**src/rtl/ahb_slave_response_router_if.sv**
```systemverilog
// Address-phase inputs from the interconnect, slave responses in, master responses out.
// Zero-latency return path; backpressure is the slave hreadyout gated by data-phase ownership.
interface ahb_slave_response_router_if #(
  parameter int NO_OF_MASTERS = 4,
  parameter int NO_OF_SLAVES  = 4,
  parameter int DATA_WIDTH    = 32
);
  localparam int MW = $clog2(NO_OF_MASTERS);

  logic [NO_OF_SLAVES-1:0]               addr_valid_i;
  logic [NO_OF_SLAVES*MW-1:0]            addr_owner_i;
  logic [NO_OF_SLAVES-1:0]               hwrite_i;
  logic [NO_OF_SLAVES*DATA_WIDTH-1:0]    hrdata_s_i;
  logic [NO_OF_SLAVES-1:0]               hreadyout_s_i;
  logic [NO_OF_SLAVES-1:0]               hresp_s_i;
  logic [NO_OF_SLAVES-1:0]               hready_s_o;
  logic [NO_OF_MASTERS*DATA_WIDTH-1:0]   hrdata_m_o;
  logic [NO_OF_MASTERS-1:0]              hready_m_o;
  logic [NO_OF_MASTERS-1:0]              hresp_m_o;
  logic [NO_OF_SLAVES-1:0]               dp_busy_o;
  logic                                  protocol_err_o;
  logic [15:0]                           err_cnt_o;

  // Router side
  modport slave (
    input  addr_valid_i, addr_owner_i, hwrite_i, hrdata_s_i, hreadyout_s_i, hresp_s_i,
    output hready_s_o, hrdata_m_o, hready_m_o, hresp_m_o, dp_busy_o, protocol_err_o, err_cnt_o
  );

  // Interconnect / environment side
  modport master (
    output addr_valid_i, addr_owner_i, hwrite_i, hrdata_s_i, hreadyout_s_i, hresp_s_i,
    input  hready_s_o, hrdata_m_o, hready_m_o, hresp_m_o, dp_busy_o, protocol_err_o, err_cnt_o
  );
endinterface

```
**src/rtl/ahb_slave_response_router.sv**
```systemverilog
// Per-slave data-phase owner tracking and response routing back to the owning master.
// Zero added latency (combinational from registered owner); stalls follow the slave's hreadyout.
module ahb_slave_response_router #(
  parameter int NO_OF_MASTERS = 4,
  parameter int NO_OF_SLAVES  = 4,
  parameter int DATA_WIDTH    = 32
) (
  input  logic                          hclk,
  input  logic                          hreset,
  ahb_slave_response_router_if.slave    bus
);
  localparam int MW = $clog2(NO_OF_MASTERS);

  typedef enum logic [1:0] {IDLE, DATA, ERR} state_t;

  state_t                     state_q [NO_OF_SLAVES];
  state_t                     state_d [NO_OF_SLAVES];
  logic [MW-1:0]              owner_q [NO_OF_SLAVES];
  logic [NO_OF_SLAVES-1:0]    wr_q;
  logic [NO_OF_SLAVES-1:0]    hready_s;
  logic [NO_OF_SLAVES-1:0]    accept;
  logic [NO_OF_SLAVES-1:0]    err_done;
  logic [NO_OF_SLAVES-1:0]    fault;
  logic [NO_OF_MASTERS-1:0]   claimed;
  logic                       multi_own;
  logic [NO_OF_MASTERS-1:0]   hready_m;
  logic [NO_OF_MASTERS-1:0]   hresp_m;
  logic [NO_OF_MASTERS*DATA_WIDTH-1:0] hrdata_m;
  logic                       perr_q;
  logic [15:0]                ecnt_q;
  logic [15:0]                ecnt_d;
  logic [16:0]                ecnt_sum;

  always_comb begin
    for (int s = 0; s < NO_OF_SLAVES; s++) begin
      state_d[s]  = state_q[s];
      err_done[s] = 1'b0;
      fault[s]    = 1'b0;
      hready_s[s] = (state_q[s] == IDLE) ? 1'b1 : bus.hreadyout_s_i[s];
      accept[s]   = bus.addr_valid_i[s] && hready_s[s];
      case (state_q[s])
        IDLE: if (accept[s]) state_d[s] = DATA;
        DATA: begin
          case ({bus.hreadyout_s_i[s], bus.hresp_s_i[s]})
            2'b10: state_d[s] = accept[s] ? DATA : IDLE;
            2'b01: state_d[s] = ERR;
            2'b11: begin
              // One-cycle ERROR is illegal but still ends the transfer
              fault[s]   = 1'b1;
              state_d[s] = accept[s] ? DATA : IDLE;
            end
            default: state_d[s] = DATA;
          endcase
        end
        ERR: begin
          if (!bus.hresp_s_i[s]) begin
            fault[s]   = 1'b1;
            state_d[s] = IDLE;
          end else if (bus.hreadyout_s_i[s]) begin
            err_done[s] = 1'b1;
            state_d[s]  = accept[s] ? DATA : IDLE;
          end
        end
        default: state_d[s] = IDLE;
      endcase
    end
  end

  always_comb begin
    ecnt_sum = {1'b0, ecnt_q};
    for (int s = 0; s < NO_OF_SLAVES; s++) begin
      ecnt_sum = ecnt_sum + 17'(err_done[s]);
    end
    ecnt_d = ecnt_sum[16] ? 16'hFFFF : ecnt_sum[15:0];
  end

  // Lowest-indexed slave wins a master claimed twice; the clash is flagged as a fault
  always_comb begin
    claimed   = '0;
    multi_own = 1'b0;
    hready_m  = '1;
    hresp_m   = '0;
    hrdata_m  = '0;
    for (int s = 0; s < NO_OF_SLAVES; s++) begin
      if (state_q[s] != IDLE && int'(owner_q[s]) < NO_OF_MASTERS) begin
        if (claimed[owner_q[s]]) begin
          multi_own = 1'b1;
        end else begin
          claimed[owner_q[s]]  = 1'b1;
          hready_m[owner_q[s]] = bus.hreadyout_s_i[s];
          hresp_m[owner_q[s]]  = bus.hresp_s_i[s];
          hrdata_m[int'(owner_q[s])*DATA_WIDTH +: DATA_WIDTH] =
            wr_q[s] ? '0 : bus.hrdata_s_i[s*DATA_WIDTH +: DATA_WIDTH];
        end
      end
    end
  end

  always_ff @(posedge hclk or posedge hreset) begin
    if (hreset) begin
      for (int s = 0; s < NO_OF_SLAVES; s++) state_q[s] <= IDLE;
    end else begin
      for (int s = 0; s < NO_OF_SLAVES; s++) state_q[s] <= state_d[s];
    end
  end

  always_ff @(posedge hclk or posedge hreset) begin
    if (hreset) begin
      for (int s = 0; s < NO_OF_SLAVES; s++) owner_q[s] <= '0;
      wr_q   <= '0;
      perr_q <= 1'b0;
      ecnt_q <= '0;
    end else begin
      for (int s = 0; s < NO_OF_SLAVES; s++) begin
        if (accept[s]) begin
          owner_q[s] <= bus.addr_owner_i[s*MW +: MW];
          wr_q[s]    <= bus.hwrite_i[s];
        end
      end
      if (|fault || multi_own) perr_q <= 1'b1;
      ecnt_q <= ecnt_d;
    end
  end

  always_comb begin
    for (int s = 0; s < NO_OF_SLAVES; s++) begin
      bus.dp_busy_o[s] = (state_q[s] != IDLE);
    end
  end

  assign bus.hready_s_o     = hready_s;
  assign bus.hready_m_o     = hready_m;
  assign bus.hresp_m_o      = hresp_m;
  assign bus.hrdata_m_o     = hrdata_m;
  assign bus.protocol_err_o = perr_q;
  assign bus.err_cnt_o      = ecnt_q;

endmodule

```
**src/flat_wrapper.sv**
```systemverilog
// flat-port wrapper written by rule: the top's interface ports become plain ports
module ahb_slave_response_router_flat 
#(
  parameter int NO_OF_MASTERS = 4,
  parameter int NO_OF_SLAVES  = 4,
  parameter int DATA_WIDTH    = 32
)
  (hclk, hreset, bus_addr_valid_i, bus_addr_owner_i, bus_hwrite_i, bus_hrdata_s_i, bus_hreadyout_s_i, bus_hresp_s_i, bus_hready_s_o, bus_hrdata_m_o, bus_hready_m_o, bus_hresp_m_o, bus_dp_busy_o, bus_protocol_err_o, bus_err_cnt_o);
  ahb_slave_response_router_if #(.NO_OF_MASTERS(NO_OF_MASTERS), .NO_OF_SLAVES(NO_OF_SLAVES), .DATA_WIDTH(DATA_WIDTH)) bus_i ();
  input  logic hclk;
  input  logic hreset;
  input wire logic [$bits(bus_i.addr_valid_i)-1:0] bus_addr_valid_i;
  input wire logic [$bits(bus_i.addr_owner_i)-1:0] bus_addr_owner_i;
  input wire logic [$bits(bus_i.hwrite_i)-1:0] bus_hwrite_i;
  input wire logic [$bits(bus_i.hrdata_s_i)-1:0] bus_hrdata_s_i;
  input wire logic [$bits(bus_i.hreadyout_s_i)-1:0] bus_hreadyout_s_i;
  input wire logic [$bits(bus_i.hresp_s_i)-1:0] bus_hresp_s_i;
  output wire logic [$bits(bus_i.hready_s_o)-1:0] bus_hready_s_o;
  output wire logic [$bits(bus_i.hrdata_m_o)-1:0] bus_hrdata_m_o;
  output wire logic [$bits(bus_i.hready_m_o)-1:0] bus_hready_m_o;
  output wire logic [$bits(bus_i.hresp_m_o)-1:0] bus_hresp_m_o;
  output wire logic [$bits(bus_i.dp_busy_o)-1:0] bus_dp_busy_o;
  output wire logic [$bits(bus_i.protocol_err_o)-1:0] bus_protocol_err_o;
  output wire logic [$bits(bus_i.err_cnt_o)-1:0] bus_err_cnt_o;
  assign bus_i.addr_valid_i = bus_addr_valid_i;
  assign bus_i.addr_owner_i = bus_addr_owner_i;
  assign bus_i.hwrite_i = bus_hwrite_i;
  assign bus_i.hrdata_s_i = bus_hrdata_s_i;
  assign bus_i.hreadyout_s_i = bus_hreadyout_s_i;
  assign bus_i.hresp_s_i = bus_hresp_s_i;
  assign bus_hready_s_o = bus_i.hready_s_o;
  assign bus_hrdata_m_o = bus_i.hrdata_m_o;
  assign bus_hready_m_o = bus_i.hready_m_o;
  assign bus_hresp_m_o = bus_i.hresp_m_o;
  assign bus_dp_busy_o = bus_i.dp_busy_o;
  assign bus_protocol_err_o = bus_i.protocol_err_o;
  assign bus_err_cnt_o = bus_i.err_cnt_o;
  ahb_slave_response_router #(.NO_OF_MASTERS(NO_OF_MASTERS), .NO_OF_SLAVES(NO_OF_SLAVES), .DATA_WIDTH(DATA_WIDTH)) u_core (.hclk(hclk), .hreset(hreset), .bus(bus_i));
endmodule
```
**config.mk**
```make
export PLATFORM = sky130hd
export DESIGN_NAME = ahb_slave_response_router_flat
export DESIGN_NICKNAME = d
export VERILOG_FILES = /design/src/rtl/ahb_slave_response_router_if.sv /design/src/rtl/ahb_slave_response_router.sv /design/src/flat_wrapper.sv
export SDC_FILE = /design/constraint.sdc
export NUM_CORES = 1
export LEC_CHECK = 0
export BUFFER_PORTS_ARGS = -buffer_cell sky130_fd_sc_hd__clkbuf_2
export CAP_MARGIN = 30
export CORE_MARGIN = 4
export CORE_UTILIZATION = 35
export CTS_BUF_LIST = sky130_fd_sc_hd__clkbuf_4
export DETAILED_ROUTE_END_ITERATION = 10
export PLACE_DENSITY_LB_ADDON = 0.1
export SYNTH_ARGS = -nofsm -noshare
export SYNTH_HDL_FRONTEND = slang
export SYNTH_SLANG_ARGS = --single-unit
```
**constraint.sdc**
```tcl
create_clock -name hclk -period 3.9 [get_ports hclk]
set_input_delay 0.195 -clock hclk [delete_from_list [all_inputs] [get_ports hclk]]
set_output_delay 0.195 -clock hclk [all_outputs]
set_load 0.01 [all_outputs]
```
==> impl_metrics.yaml, run 1 <==
run_status:
  status: "finished clean"
global_route:
  grtUsageTotal: 0.271
  antenna_found_initial: 3
  grt_overflow: 0
  grt_max_degree: 34
  grt_pass1_vias: 10267
  grt_pass1_wl_mm: 60.9
floorplanning:
  pin_count: 315
  initial_utilization: 0.358
  die_x_microns: 166
  placement_rows: 57
  core_sq_um: 24500
  die_area_sq_um: 27600
  die_y_microns: 166
cts:
  cts_buffer_depth: 2
  path_clk_slew_ns: 0.13
  cts.sinks: 37
  ctsHtreeMaxLevel: 2
  root_buffer: "clkbuf_4"
  cts_buffers: 5
  clock_latency_ns: 0.36
  cts_tree: "yes"
layout:
  layout-drive-gt1-share: 0.323
  instances_no_fill: 1825
  nets: 1701
  final_area_sq_um: 11300
  n_fill_cell: 2547
  area_growth_pct: 29.0
critical_path:
  worstSetupEndpointType: "primary output"
  max_stage_delay_ns: 0.43
  cp-start-kind: "register"
  crit_chain: "inv_2 -> ha_1 -> mux2_4 -> a221oi_2 -> o2bb2ai_2 -> a221o_2 -> a2111o_1 -> nor4b_4 -> buf_4 -> buf_4 -> a22o_1 -> clkbuf_2"
  crit_fanout: 9
  required_ns: 3.70
  crit_buf_inv: 4
  critPathSlowestCell: "dfrtp_2"
  critPathArrivalTime_ns: 3.55
  crit_type: "reg -> out"
  cpMostUsedCell: "buf_4"
  cp_top_family: "compound AO/OA/AOI/OAI gates"
synth:
  syn-num-nets: 1411
  synthArstFlopShare: 1.00
  synth_top_family_by_area: "multiplexers"
  synthDistinctLibCells: 51
  yosysWarnings: 0
  muxShareOfSynthArea: 0.304
  yosys.area_share.xor_xnor: 0.00901
  synthSimpleGateAreaFrac: 0.278
  syn-cell-area_sq_um: 8750
  synth_adder_area_share: 0.0727
  synth-compound-area-share: 0.172
  ys_seq_area_frac: 0.106
  synth_edf_count: 0
  syn_avg_cell_area_sq_um: 7.24
  synth_ff_type: "dfrtp_1"
  syn_inst: 1208
  yosys_register_bits: 37
routing:
  wl_mm: 40.2
  route.detailed.drc: 0
  wl_per_cell_microns: 22.0
  drtIter0Drc: 1006
  dr.pass1.iters: 5
  ant_nets: 0
  vias: 10502
  vias_per_cell: 5.75
sta:
  timing.final.crit_share: 0.960
  fin_tns_setup_ns: 0
  hold_viol: 0
  finClkSkew_ns: 0.0137
  relSlewSlack: 0.394
  setup_violations: 0
  final_max_slew_viol_count: 0
  worst_pin_slew_ns: 0.910
  fmax_mhz: 267
  fin_crit_ns: 3.74
place:
  dpl_cell_area_sq_um: 11000
  place_congestion: 0.905
  dp.cells: 1806
  io_buffers: 314
  place_hpwl_mm: 29.1
job:
  drv_cap: 0
power_and_ir_drop:
  ir_worst_vdd_uv: 347
  power_density_nw_per_um2: 472
  leakage_nw: 6.07
worst_hold_path:
  min_path_type: "in -> reg"
## kinds of logic after synthesis
family	Yosys count
AOI/OAI and AO/OA	216
xor gates and xnor gates	9
adders and majority gates	49
buffers and inverters	132
DFF	37
muxes	258
and+or+nand+nor	507
## layout make-up
class	count	area [sq um]	area share
multi-input combinational	1039	7500	0.664
antenna	2	5.00	0.000443
sequential	37	928	0.0823
timing repair buffer	383	2270	0.201
clock inverter	3	21.3	0.00188
inverter	32	120	0.0106
clock buffer	5	37.5	0.00333
tap	324	405	0.0359
## per-layer routing
layer  up-vias  global-route usage  part of all wire
met1      4893               0.361              0.43
met4         2              0.0940             0.036
met3        98              0.0390             0.076
met5         -                   0           0.00032
met2       618               0.449              0.46
li1       4891                   -                 -
## repair_timing
item | CTS | global route
pin swaps | 4 | 5
endpoints found under the hold margin | 19 | 0
gates cloned | 2 | 0
setup buffers | 4 | 2
gates resized for setup | 14 | 27
hold buffers | 1 | 0
setup endpoints to repair | 95 | 133
## worst paths after layout
check,startpoint,endpoint,slack (ns),depth (start not counted)
max in group asynchronous,hreset,u_core.owner_q[6],2.64,4
max,u_core.owner_q[6],bus_hrdata_m_o[53],0.16,12
min,bus_addr_owner_i[4],u_core.owner_q[2],0.06,2
min reg2reg,u_core.wr_q[0],u_core.wr_q[0],0.53,1
max reg2reg,u_core.state_q[0],u_core.bus.err_cnt_o[8],0.42,13
min in group asynchronous,hreset,u_core.bus.err_cnt_o[15],0.51,3
## stage by stage
| step | total power (W) | hold WS (ns) | setup slack (ns) | utilization |
|---|---|---|---|---|
| after global routing | 0.00566 | 0.0347 | -0.0119 | 0.461 |
| final | 0.00533 | 0.0608 | 0.156 | 0.461 |
| after CTS | 0.00513 | 0.0413 | 0.00578 | 0.456 |
| after global placement | 0.00475 | 0.378 | 0.328 | 0.447 |
| after detailed placement | 0.00478 | 0.386 | 0.225 | 0.448 |
| after floorplan | 0.00326 | 0.345 | 0.612 | - |
## sequential cells by signal, indices dropped and copies added, names as in the netlist
signal                     cells
u_core.bus.protocol_err_o      1
u_core.wr_q                    4
u_core.bus.err_cnt_o          16
u_core.owner_q                 8
u_core.state_q                 8
## report_power, final
group / switching, W / internal [W]
sequential: 0.000112 / 0.000475
clock: 0.000146 / 0.0000714
combinational: 0.00276 / 0.00177
## worst register-to-register path, cell delays in order (launching register included)
cell,delay [ns]
dfrtp_1,0.44
inv_1,0.10
ha_1,0.20
nand3_1,0.14
fa_1,0.51
fa_1,0.36
inv_1,0.10
fa_1,0.24
nand3_1,0.16
nor2_1,0.23
nand2_1,0.14
nor2_1,0.19
nand3_1,0.40
o21ai_0,0.20
## synth_stat cells, drive strengths merged, types with 7 or more instances
library cell,n,area share
a22o,32,0.032
nand2b,105,0.075
buf,26,0.013
nand3,24,0.014
clkbuf,74,0.032
mux2i,195,0.22
nand2,158,0.069
mux2,63,0.081
o22ai,133,0.095
xor2,7,0.0070
dfrtp,37,0.11
nor2b,40,0.029
nor2,144,0.062
inv,32,0.014
o21ai,13,0.0074
ha,46,0.066
nor3b,7,0.0060
## cells in the final DEF (no fill, tap or decap), drive strengths merged, types with 7 or more instances in the layout
| cell | Yosys | routed |
|---|---|---|
| nor2b | 40 | 40 |
| clkbuf | 74 | 319 |
| nand3 | 24 | 24 |
| inv | 32 | 33 |
| ha | 46 | 46 |
| a22o | 32 | 32 |
| nand2b | 105 | 105 |
| o22ai | 133 | 133 |
| buf | 26 | 68 |
| dfrtp | 37 | 37 |
| mux2i | 195 | 195 |
| xor2 | 7 | 7 |
| nor2 | 144 | 144 |
| mux2 | 63 | 63 |
| o21ai | 13 | 13 |
| nand2 | 158 | 158 |
| nor3b | 7 | 7 |
Note: power is estimated with default switching activity, not from simulation.
==> inputs of run 2 (changes only) <==
--- a/config.mk
+++ b/config.mk
@@ -5,6 +5,7 @@
 export SDC_FILE = /design/constraint.sdc
 export NUM_CORES = 1
 export LEC_CHECK = 0
+export ABC_AREA = 1
 export BUFFER_PORTS_ARGS = -buffer_cell sky130_fd_sc_hd__clkbuf_2
 export CAP_MARGIN = 30
 export CORE_MARGIN = 4
==> run 2 against run 1 <==
Synthesized cell count up 75%. Worst hold slack worse by 0.047 ns. Largest power group unchanged. Clock skew shrank 0.0014 ns. Synthesized area grew 24%. Critical path type unchanged.
==> impl_metrics.yaml, run 2 <==
run_status:
  status: "finished clean"
synth:
  yosysMostFrequentCell: "nand2_1"
  yosys_register_bits: 37
  synth_common_cells: "nand2_1 (636), nor2_1 (245), o21ai_0 (220)"
  syn_inst: 2110
  synthDistinctLibCells: 45
  yosysTopAreaCell: "nand2_1"
  syn-num-nets: 2313
  ys_seq_area_frac: 0.0851
  yosysWarnings: 0
  syn-cell-area_sq_um: 10900
  synth_edf_count: 0
  synth.area.top_cells: "nand2_1 (22%), o21ai_0 (10%), dfrtp_1 (8.5%), nor2_1 (8.4%), nand3_1 (7.9%)"
  synth_ff_type: "dfrtp_1"
  synthArstFlopShare: 1.00
  yosysTopAreaCellShare: 0.219
  syn_avg_cell_area_sq_um: 5.16
sta:
  setup_violations: 0
  finClkSkew_ns: 0.0123
  timing.final.crit_share: 0.964
  relSlewSlack: 0.384
  hold_viol: 0
  worst_pin_slew_ns: 0.919
  fin_crit_ns: 3.76
  fmax_mhz: 266
  final_max_slew_viol_count: 0
  finalWorstSetupSlack_ns: 0.142
global_route:
  grt_pass1_vias: 13301
  antenna_found_initial: 2
  grt_overflow: 0
  grt_pass1_wl_mm: 82.9
  grtUsageTotal: 0.312
  grt_max_degree: 56
critical_path:
  required_ns: 3.70
  cp-start-kind: "register"
  crit_buf_inv: 7
  crit_type: "reg -> out"
  crit_fanout: 27
  cp_top_family: "buffers and inverters"
  worstSetupEndpointType: "primary output"
  crit_chain: "inv_1 -> ha_1 -> buf_4 -> inv_1 -> buf_4 -> nor3_2 -> buf_4 -> nand3_1 -> nand2_1 -> o21ai_0 -> inv_1 -> nand2_1 -> nand2_1 -> clkbuf_2"
  critPathArrivalTime_ns: 3.56
  critPathSlowestCell: "dfrtp_1"
  max_stage_delay_ns: 0.52
layout:
  final_common_cell: "nand2_1"
  largest_reg_flops: 16
  layout_common_cells: "nand2_1 (633), clkbuf_2 (314), nor2_1 (240)"
  antenna_cells: 0
  area_growth_pct: 20.5
  layout-drive-gt1-share: 0.204
  instances_no_fill: 2734
  nets: 2540
  fin_util: 0.428
routing:
  route.met2.wl_mm: 21.8
  drtIter0Drc: 2167
  route.detailed.drc: 0
  wl_met3_mm: 7.60
  ant_nets: 0
  wl_per_cell_microns: 21.2
  highest_layer: "met5"
  met1_length_mm: 27.9
  wl_mm: 58.0
  dr.pass1.iters: 6
  vias: 15425
  vias_per_cell: 5.64
job:
  drv_cap: 0
cts:
  cts_buffers: 5
  cts.sinks: 37
  ctsHtreeMaxLevel: 2
  root_buffer: "clkbuf_4"
  path_clk_slew_ns: 0.15
  cts_buffer_depth: 2
  cts_tree: "yes"
  clock_latency_ns: 0.37
place:
  dp.cells: 2702
  io_buffers: 314
  place_hpwl_mm: 45.5
  pre_cts_ws_ns: 0.370
  place_congestion: 0.958
power_and_ir_drop:
  power_density_nw_per_um2: 598
  power_w: 0.00784
  leakage_nw: 6.99
  ir_worst_vdd_uv: 428
floorplanning:
  die_y_microns: 184
  die_x_microns: 184
  pin_count: 315
  initial_utilization: 0.355
  die_area_sq_um: 34000
  core_sq_um: 30700
  placement_rows: 64
worst_hold_path:
  min_path_type: "in -> reg"
## run 2: tightest hold or removal path: stages
cell and delay [ns]:
clkbuf_2 0.08, nand2_1 0.04, o21ai_0 0.05
## run 2: area by class of cell
| cell class | count | area (sq um) |
|---|---|---|
| Multi-Input combinational cell | 1677 | 8480 |
| Timing Repair inverter | 3 | 20.0 |
| Timing Repair Buffer | 388 | 2270 |
| Clock buffer | 5 | 37.5 |
| Sequential cell | 37 | 927 |
| Inverter | 225 | 865 |
| Fill cell | 3592 | 17600 |
| Tap cell | 396 | 495 |
| Clock inverter | 3 | 25.0 |
## run 2: power by group
| group | internal [W] | switching [W] | total, W |
|---|---|---|---|
| combinational | 0.00192 | 0.00506 | 0.00697 |
| sequential | 0.000478 | 0.000140 | 0.000618 |
| clock | 0.0000750 | 0.000174 | 0.000249 |
## run 2: path summary, 6_finish.rpt
| kind | start | end | slack [ns] | depth (start not counted) |
|---|---|---|---|---|
| max in group asynchronous | hreset | u_core.wr_q[3] | 3.05 | 4 |
| max | u_core.owner_q[3] | bus_hrdata_m_o[26] | 0.14 | 14 |
| min reg2reg | u_core.bus.err_cnt_o[15] | u_core.bus.err_cnt_o[9] | 0.56 | 2 |
| min | bus_addr_owner_i[0] | u_core.owner_q[6] | 0.01 | 3 |
| max reg2reg | u_core.state_q[0] | u_core.bus.err_cnt_o[7] | 0.39 | 16 |
| min in group asynchronous | hreset | u_core.bus.err_cnt_o[15] | 0.45 | 4 |
## run 2: what timing repair did
action                     4_1_cts  5_1_grt
hold endpoints to repair        37        2
hold buffers                     1        2
setup endpoints to repair        0      127
resized for setup                0       35
buffers inserted                 0       13
## run 2: logic make-up after synthesis
group / synth area share
compound gates: 0.201
xor+xnor: 0.00402
flops: 0.0851
simple gates: 0.504
buf+inv: 0.147
fa+ha+maj: 0.0584
## run 2: metrics by stage
step / hold WS [ns] / cell area [sq um] / TNS (ns)
finish: 0.0133 / 13100 / 0
global route: 0.000217 / 13100 / -0.654
CTS: 0.00180 / 12800 / 0
detailed placement: 0.332 / 12700 / 0
global placement: 0.339 / 12700 / 0
floorplan: 0.305 / 10900 / 0
## run 2: metal layers
layer	up-vias	track usage
li1	7347	-
met1	7094	0.514
met2	931	0.395
met3	49	0.0977
met4	4	0.0281
met5	-	0
==> inputs of run 3 (changes only) <==
--- a/config.mk
+++ b/config.mk
@@ -12,6 +12,7 @@
 export CORE_UTILIZATION = 35
 export CTS_BUF_LIST = sky130_fd_sc_hd__clkbuf_4
 export DETAILED_ROUTE_END_ITERATION = 10
+export HOLD_SLACK_MARGIN = 0.06
 export PLACE_DENSITY_LB_ADDON = 0.1
 export SYNTH_ARGS = -nofsm -noshare
 export SYNTH_HDL_FRONTEND = slang
==> run 3 against run 2 <==
Design area is 0.53% higher. Power grew 0.19%. Worst hold slack gained 0.079 ns. Global-route usage barely moved. Sequential power hardly changed. Worst setup slack got worse by 0.0039 ns. Highest routed layer unchanged.
==> impl_metrics.yaml, run 3 (synthesis gave the netlist of run 2 again) <==
run_status:
  status: "finished clean"
sta:
  setup_violations: 0
  fin_crit_ns: 3.76
  fmax_mhz: 266
  fin_tns_setup_ns: 0
  worst_pin_slew_ns: 0.902
  relSlewSlack: 0.395
  hold_viol: 0
  final_max_slew_viol_count: 0
  timing.final.crit_share: 0.965
  finClkSkew_ns: 0.0122
power_and_ir_drop:
  leakage_nw: 7.02
  power_density_nw_per_um2: 596
  ir_worst_vdd_uv: 433
routing:
  vias: 15526
  route.detailed.drc: 0
  dr.pass1.iters: 6
  wl_mm: 58.1
  drtIter0Drc: 2235
  vias_per_cell: 5.66
  wl_per_cell_microns: 21.2
  ant_nets: 0
layout:
  nets: 2547
  final_area_sq_um: 13200
  final_common_cell: "nand2_1"
  layout_common_cells: "nand2_1 (633), clkbuf_2 (314), nor2_1 (240)"
  layout-drive-gt1-share: 0.204
  n_fill_cell: 3586
  largest_reg_flops: 16
  antenna_cells: 0
  area_growth_pct: 21.1
global_route:
  grt_max_degree: 56
  grt_pass1_wl_mm: 82.9
  antenna_found_initial: 2
  grt_overflow: 0
  grtUsageTotal: 0.312
  grt_pass1_vias: 13312
critical_path:
  critPathArrivalTime_ns: 3.57
  required_ns: 3.70
  crit_fanout: 27
  cp-start-kind: "register"
  crit_type: "reg -> out"
  worstSetupEndpointType: "primary output"
  ff2ff_path_depth: 16
place:
  place_congestion: 0.958
  dpl_cell_area_sq_um: 12700
  place_hpwl_mm: 45.5
  io_buffers: 314
floorplanning:
  initial_utilization: 0.355
  placement_rows: 64
  pin_count: 315
  die_area_sq_um: 34000
  die_x_microns: 184
  core_sq_um: 30700
  die_y_microns: 184
cts:
  clock_latency_ns: 0.37
  ctsHtreeMaxLevel: 2
  cts_buffers: 5
  cts_tree: "yes"
  root_buffer: "clkbuf_4"
  path_clk_slew_ns: 0.15
  cts.sinks: 37
  cts_buffer_depth: 2
worst_hold_path:
  min_path_type: "in -> reg"
  worstHoldPathCells: 3
job:
  drv_cap: 0
==> run 3: cell types whose count changed in the layout (fill, tap and decap cells not counted), sizes merged <==
cell         delta
dlygate4sd3     +7
==> run 3: worst max-delay path, cell delays in order (launching register included) <==
cell and delay, ns:
dfrtp_1 0.53, inv_1 0.30, ha_1 0.20, buf_4 0.30, inv_1 0.13, buf_4 0.21, nor3_2 0.41, clkinvlp_4 0.17
buf_4 0.23, o21ai_0 0.16, o21a_1 0.26, nand2_1 0.09, nand2_1 0.06, clkbuf_2 0.12
==> run 3: layout make-up <==
type,count,area [sq um],share of cell area
repair buffers,395,2340,0.177
repair inverters,3,20.0,0.00152
inverters,225,865,0.0656
clock buffers,5,37.5,0.00285
clock inverters,3,25.0,0.00190
flip-flops and latches,37,927,0.0703
well taps,396,495,0.0376
multi-input cells,1677,8480,0.643
==> run 3: power by group <==
group | internal (W) | switching [W]
Clock | 0.0000751 | 0.000174
Combinational | 0.00192 | 0.00507
Sequential | 0.000478 | 0.000139
==> run 3: metrics by stage <==
step	util	cells	setup WS, ns	total power, W	hold WS (ns)
after floorplan	-	2110	0.828	0.00492	0.305
after global placement	0.414	2702	0.500	0.00712	0.339
after detailed placement	0.414	2702	0.370	0.00710	0.332
after CTS	0.419	2720	0.0400	0.00738	0.0812
after global routing	0.430	2741	-0.0771	0.00840	0.0979
final	0.430	2741	0.138	0.00785	0.0925
==> run 3: final timing paths <==
| path | start | end | slack, ns |
|---|---|---|---|
| max in group asynchronous | hreset | u_core.wr_q[3] | 3.05 |
| worst min-delay path | bus_hwrite_i[2] | u_core.wr_q[2] | 0.09 |
| worst max register to register | u_core.state_q[0] | u_core.bus.err_cnt_o[7] | 0.38 |
| worst max-delay path | u_core.owner_q[3] | bus_hrdata_m_o[6] | 0.14 |
| worst min register to register | u_core.bus.err_cnt_o[15] | u_core.bus.err_cnt_o[9] | 0.56 |
| min in group asynchronous | hreset | u_core.bus.err_cnt_o[15] | 0.45 |
==> run 3: what timing repair did <==
action / CTS / global route
hold endpoints to repair: 46 / 0
gates resized for setup: 0 / 35
endpoints found under the setup margin: 0 / 127
hold buffers: 10 / 0
setup buffers: 0 / 13
==> run 3: layer usage <==
metal  global-route usage  wire (microns)
met1                0.514           27700
met3               0.0975            7920
met5                    0              28
met4               0.0281             674
met2                0.395           21800
